==> src/rtl/nibble_serial_adder.sv <==
// nibble_serial_adder: digit-serial adder/subtractor, one 4-bit CLA digit per cycle.
// Define NIBBLE_SERIAL_ADDER_SUB_EN to honour the sub input (A-B); otherwise sub is ignored.
module nibble_serial_adder #(
  parameter int NIBBLES = 4
) (
  input  logic                 clk,
  input  logic                 rst_n,
  input  logic                 in_valid,
  output logic                 in_ready,
  input  logic [4*NIBBLES-1:0] a,
  input  logic [4*NIBBLES-1:0] b,
  input  logic                 sub,
  output logic                 out_valid,
  input  logic                 out_ready,
  output logic [4*NIBBLES-1:0] sum,
  output logic                 cout
);
  localparam int W  = 4 * NIBBLES;
  localparam int CW = $clog2(NIBBLES) + 1;
  localparam logic [1:0] IDLE = 2'd0, ADD = 2'd1, DONE = 2'd2;
`ifdef NIBBLE_SERIAL_ADDER_SUB_EN
  localparam logic SUB_EN = 1'b1;
`else
  localparam logic SUB_EN = 1'b0;
`endif
  logic [1:0]    state_q, state_d;
  logic [W-1:0]  a_q, a_d, b_q, b_d, sum_q, sum_d;
  logic [CW-1:0] cnt_q, cnt_d;
  logic          carry_q, carry_d, s;
  logic [3:0]    ad, bd, g, p;
  logic [4:0]    c;
  assign s         = sub & SUB_EN;
  assign in_ready  = state_q == IDLE;
  assign out_valid = state_q == DONE;
  assign sum       = sum_q;
  assign cout      = carry_q;
  always_comb begin
    ad = a_q[{cnt_q, 2'b00} +: 4];
    bd = b_q[{cnt_q, 2'b00} +: 4];
    g  = ad & bd;
    p  = ad ^ bd;
    c[0] = carry_q;
    c[1] = g[0] | (p[0] & c[0]);
    c[2] = g[1] | (p[1] & g[0]) | (p[1] & p[0] & c[0]);
    c[3] = g[2] | (p[2] & g[1]) | (p[2] & p[1] & g[0]) | (p[2] & p[1] & p[0] & c[0]);
    c[4] = g[3] | (p[3] & g[2]) | (p[3] & p[2] & g[1]) | (p[3] & p[2] & p[1] & g[0])
         | (p[3] & p[2] & p[1] & p[0] & c[0]);
    state_d = state_q;
    a_d     = a_q;
    b_d     = b_q;
    sum_d   = sum_q;
    cnt_d   = cnt_q;
    carry_d = carry_q;
    if (state_q == IDLE && in_valid) begin
      a_d     = a;
      b_d     = b ^ {W{s}};
      carry_d = s;
      cnt_d   = '0;
      state_d = ADD;
    end else if (state_q == ADD) begin
      sum_d[{cnt_q, 2'b00} +: 4] = p ^ c[3:0];
      carry_d = c[4];
      cnt_d   = cnt_q + CW'(1);
      state_d = (cnt_q == CW'(NIBBLES - 1)) ? DONE : ADD;
    end else if (state_q == DONE && out_ready) begin
      state_d = IDLE;
    end
  end
  always_ff @(posedge clk) begin
    if (!rst_n) begin
      state_q <= IDLE;
      sum_q   <= '0;
      cnt_q   <= '0;
      carry_q <= 1'b0;
    end else begin
      state_q <= state_d;
      sum_q   <= sum_d;
      cnt_q   <= cnt_d;
      carry_q <= carry_d;
    end
    a_q <= a_d;
    b_q <= b_d;
  end
endmodule
==> config.mk <==
export PLATFORM = sky130hd
export DESIGN_NAME = nibble_serial_adder
export DESIGN_NICKNAME = d
export VERILOG_FILES = /design/src/rtl/nibble_serial_adder.sv
export SDC_FILE = /design/constraint.sdc
export NUM_CORES = 1
export LEC_CHECK = 0
export ABC_AREA = 1
export CORE_AREA = 2 2 90 92
export CTS_CLUSTER_DIAMETER = 50
export DETAILED_ROUTE_END_ITERATION = 8
export DIE_AREA = 0 0 92 94
export GPL_TIMING_DRIVEN = 0
export PLACE_DENSITY_LB_ADDON = 0.12
export SYNTH_ARGS = -nofsm -noshare
export SYNTH_HDL_FRONTEND = slang
export SYNTH_SLANG_ARGS = --single-unit
==> constraint.sdc <==
create_clock -name clk -period 4.4 [get_ports clk]
set_input_delay 0.66 -clock clk [delete_from_list [all_inputs] [get_ports clk]]
set_output_delay 0.66 -clock clk [all_outputs]
set_load 0.02 [all_outputs]
==> flow_summary.toml, run 1 <==
[cts]
cts_tree = "yes"
clk_latency_ns = 0.31
ctsHoldBuffers = 0
numClockSinks = 54
cts_resized = 0
path_clk_slew_ns = 0.09
cts_buffers = 5
cts_setup_buffers = 0
h-tree-depth = 2
cts-root-buf = "clkbuf_8"
cts_max_path_buffers = 2

[drt]
routed_wl_um = 5030
m1WireLength_um = 2390
drc = 0
wl_met3_um = 215
routed.top_layer = "met4"
wl_met2_um = 2370
via_per_inst = 4.44
routed-via-count = 1788
wl_per_cell_um = 12.5
dr.first_iter.drc_count = 71
dr.pass1.iters = 4
ant_nets = 0

[yosys]
yosys.area.top_type_share_pct = 39.9
synth_top_area_cell = "edfxtp_1"
netlist_area_mm2 = 0.00241
synth_area_leaders = "edfxtp_1 (40%), dfxtp_1 (18%), nor2_1 (5.8%), ha_1 (5.7%), nand2_1 (5.6%)"
yosysSeqAreaShare_pct = 58.2
synth_cell_type_count = 27
syn-num-nets = 285
syn_inst = 236
avgSynthCellArea_um2 = 10.2
synth_warnings = 0
ys_seq_elements = 54
synth-edff-count = 32
ys.flop_type = "edfxtp_1"
async_reset_ff_share_pct = 0

[setup_path]
end_kind = "flip-flop"
worstPathArrival_ns = 2.85
critical_path_class = "flip-flop to flip-flop"
start_kind = "flip-flop"
critical_path_required_ns = 4.64
crit_fanout = 10

[timing]
fin_skew_ns = 0.00725
fin_crit_ns = 2.61
finalSetupViolations = 0
fin_crit_sh_pct = 59.3
slew_violations = 0
hold_viol = 0
timing.fmax_mhz = 383
layout_setup_ws_ns = 1.79
slew_headroom_pct = 52.5
tightest_slew_ns = 0.710
rsz0062_at_grt = "false"

[power_and_ir_drop]
irDropWorstVdd_mv = 0.153
cellLeakagePower_nw = 1.20
cellPowerDensity_mw_per_mm2 = 358
power.total_mw = 1.17

[final_layout]
fin_area_mm2 = 0.00326
diodes = 0
syn2layout_area_growth_pct = 35.3
final_cells = 403
final_nets = 349
post-route-util_pct = 42.8
drive_gt1_share_pct = 8.64

[floorplanning]
rows = 32
core_mm2 = 0.00761
dieWidth_um = 92
top_level_ports = 56
die_area_mm2 = 0.00865
dieHeight_um = 94
start_util_pct = 31.7

[hold_path]
hp-class = "flip-flop to flip-flop"

[placement]
post-place-ws_ns = 1.81
place_inst = 395
hpwl_um = 3830
port_buffers = 54
place.gp.congestion = 0.709
post_dp_cell_area_mm2 = 0.00312

[run_status]
status = "completed"

[grt]
grt_pass1_wl_um = 8570
antenna_found_initial = 0
grt_usage_pct = 12.8
overflow = 0
grt_pass1_vias = 1759
grt_max_degree = 17

[run]
maxCapViolations = 0
per-layer routing:
metal / up-vias / track usage (%)
met2: 40 / 21.2
met3: 5 / 3.05
met4: 0 / 3.73
li1: 931 / -
met5: - / 0
met1: 812 / 16.6
sequential cells by signal, summed over array words and instances, names as in the netlist:
name,flops
a_q,16
b_q,16
sum,16
cnt_q,3
state_q,2
cout,1
power by group:
group / internal, mW / total [mW] / switching [mW]
Clock: 0.243 / 0.402 / 0.160
Sequential: 0.561 / 0.573 / 0.0113
Combinational: 0.0842 / 0.191 / 0.107
critical path: stages, from the launching register on:
cell and delay (ns):
dfxtp_1 0.63, inv_1 0.29, nor2_1 0.23, o21ai_0 0.14, o22ai_1 0.15, ha_1 0.30, nand2_1 0.12, nand3_1 0.09
nand2_1 0.10, nand2_1 0.08, nor2_1 0.21, nand2_1 0.09, a21oi_1 0.12
metrics by stage:
stage | setup TNS [ns] | hold WS, ns
floorplan | 0 | 0.537
detailed placement | 0 | 0.457
finish | 0 | 0.471
CTS | 0 | 0.472
global placement | -31.50 | 0.453
global route | 0 | 0.488
final timing paths:
path,slack (ns),cells after the start,startpoint,end
worst min-delay path,0.47,2,sum[4],sum[4]
worst max-delay path,1.79,12,cnt_q[1],sum[6]
worst min register to register,0.47,2,sum[4],sum[4]
worst max register to register,1.79,12,cnt_q[1],sum[6]
cells by family after synthesis:
group | synth area share, %
xor gates and xnor gates | 0.364
buffers and inverters | 4.21
AOI/OAI and AO/OA | 10.5
and+or+nand+nor | 20.2
adders and majority gates | 6.55
DFF | 58.2
Yosys cell counts, types with 2 or more instances:
master,count
o21ai_0,20
a22oi_1,2
nor3_4,2
a21oi_1,20
nand3_1,6
nor2_1,37
edfxtp_1,32
inv_2,2
nand2_1,36
ha_1,11
nor3b_1,2
o22ai_1,4
inv_1,17
dfxtp_1,22
nor2_4,2
nand4_1,4
nand3_4,2
nand3_2,2
clkbuf_1,5
cells in the final DEF (no fill, tap or decap), types with 2 or more instances in the layout:
master	n
o22ai_1	4
inv_1	17
buf_6	4
edfxtp_1	32
nor3_4	2
a22oi_1	2
o21ai_0	20
clkbuf_8	6
dfxtp_1	22
nand2_1	36
nand3_2	2
clkbuf_1	5
nand3_4	2
inv_2	2
nor2_1	37
nor2_4	2
bufinv_16	2
a21oi_1	20
clkdlybuf4s50_1	54
nand3_1	6
nand4_1	4
ha_1	11
cell type report:
class | instances | area (um2)
Clock buffer | 6 | 82.6
Clock inverter | 2 | 60.1
Tap cell | 102 | 128
Sequential cell | 54 | 1400
Timing Repair Buffer | 57 | 574
Multi-Input combinational cell | 157 | 911
Inverter | 19 | 71.3
Buffer | 6 | 30.0
Fill cell | 788 | 4350
No activity file was read; power rests on OpenSTA's default activity.
==> run 2: changes to the inputs <==
==> constraint.sdc (replaced) <==
create_clock -name clk -period 2.4 [get_ports clk]
set_input_delay 0.36 -clock clk [delete_from_list [all_inputs] [get_ports clk]]
set_output_delay 0.36 -clock clk [all_outputs]
set_load 0.02 [all_outputs]
==> flow_summary.toml, run 2 (synthesized netlist as in run 1, its figures left out) <==
[run_status]
status = "completed"

[cts]
cts_tree = "yes"
cts_max_path_buffers = 2
numClockSinks = 54
ctsHoldBuffers = 0
clk_latency_ns = 0.31
cts_buffers = 5
h-tree-depth = 2
path_clk_slew_ns = 0.09
cts-root-buf = "clkbuf_8"

[timing]
layout_setup_ws_ns = 0.206
fin_crit_ns = 2.19
hold_viol = 0
slew_violations = 0
slew_headroom_pct = 35.3
fin_skew_ns = 0.00681
setup-tns-final_ns = 0
timing.fmax_mhz = 456
tightest_slew_ns = 0.970
fin_crit_sh_pct = 91.4
finalSetupViolations = 0

[floorplanning]
dieHeight_um = 94
top_level_ports = 56
core_mm2 = 0.00761
die_area_mm2 = 0.00865
rows = 32
start_util_pct = 31.7
dieWidth_um = 92

[setup_path]
crit_top_cell = "nand2_1"
crit_path_max_incr_delay_ns = 0.40
critical_path_required_ns = 2.61
worstPathArrival_ns = 2.41
crit_chain = "inv_1 -> buf_2 -> o21ai_0 -> a21oi_1 -> ha_1 -> or2_2 -> nand2_1 -> nand3_2 -> nand2_1 -> nand2_1 -> nand3_1 -> inv_1"
start_kind = "flip-flop"
crit_fanout = 10
crit_slowest_cell = "dfxtp_2"
critical_path_class = "flip-flop to flip-flop"
end_kind = "flip-flop"

[grt]
grt_max_degree = 19
grt_pass1_wl_um = 8480
antenna_found_initial = 0
overflow = 0
grt_usage_pct = 12.8
grt_pass1_vias = 1776

[final_layout]
syn2layout_area_growth_pct = 36.1
final_nets = 351
diodes = 0
final_common_cell = "clkdlybuf4s50_1"
regArea_mm2 = 0.00141
multiInputGateArea_um2 = 933
drive_gt1_share_pct = 13.2
final_cell_mix = "clkdlybuf4s50_1 (54), nor2_1 (35), nand2_1 (35)"
final.fill_count = 760

[hold_path]
hp-class = "flip-flop to flip-flop"

[power_and_ir_drop]
cellLeakagePower_nw = 1.20
cellPowerDensity_mw_per_mm2 = 594
irDropWorstVdd_mv = 0.221

[drt]
routed_wl_um = 5110
routed-via-count = 1807
drc = 0
ant_nets = 0
wl_per_cell_um = 12.6
dr.pass1.iters = 4
via_per_inst = 4.46
dr.first_iter.drc_count = 52

[placement]
place.gp.congestion = 0.738
post-place-ws_ns = -0.215
port_buffers = 54
hpwl_um = 3740

[run]
maxCapViolations = 0
-- run 2: worst paths after layout --
kind                               start       to  slack (ns)  depth (start not counted)
worst max-delay path            cnt_q[0]   sum[3]        0.21                         12
worst min-delay path             sum[13]  sum[13]        0.47                          2
worst max register to register  cnt_q[0]   sum[3]        0.21                         12
worst min register to register   sum[13]  sum[13]        0.47                          2
-- run 2: what timing repair did --
action | in CTS | in global routing
endpoints found under the setup margin | 12 | 15
setup buffers | 0 | 4
cloned | 0 | 0
pin swaps | 0 | 0
resized for setup | 5 | 17
-- run 2: cell type report --
class	instances	share of cell area [%]
Multi-Input combinational cell	157	28.5
Timing Repair Buffer	59	18.3
Clock inverter	2	0.382
Tap cell	102	3.89
Sequential cell	54	42.9
Inverter	19	2.29
Buffer	6	1.26
Clock buffer	6	2.52
-- run 2: critical path, delay by kind of cell (launching register included) --
kind            cells  cell delay [ns]
compound gates      2             0.27
flops               1             0.40
buf+inv             3             0.32
fa+ha+maj           1             0.34
simple gates        6             0.78
-- run 2: metrics by stage --
stage,instance area (um2),power (mW),hold WS [ns],util [%],instances
2_1_floorplan,2410,1.28,0.459,-,236
4_1_cts,3220,1.96,0.471,42.3,401
6_report,3280,1.95,0.466,43.1,405
5_1_grt,3280,2.06,0.486,43.1,405
3_3_place_gp,3080,1.42,0.453,40.5,392
3_5_place_dp,3120,1.43,0.456,41.0,393
-- run 2: layer usage --
metal	global-route usage (%)	up-vias	routed length (um)
li1	-	937	-
met2	20.8	45	2380
met1	15.7	817	2350
met3	3.69	8	261
met4	5.97	0	116
met5	0	-	0
-- run 2: power breakdown --
part           total [mW]  internal (mW)  switching, mW
Combinational       0.374          0.166          0.207
Sequential           1.05           1.03         0.0202
Clock               0.523          0.231          0.292
Total                1.95           1.43          0.519
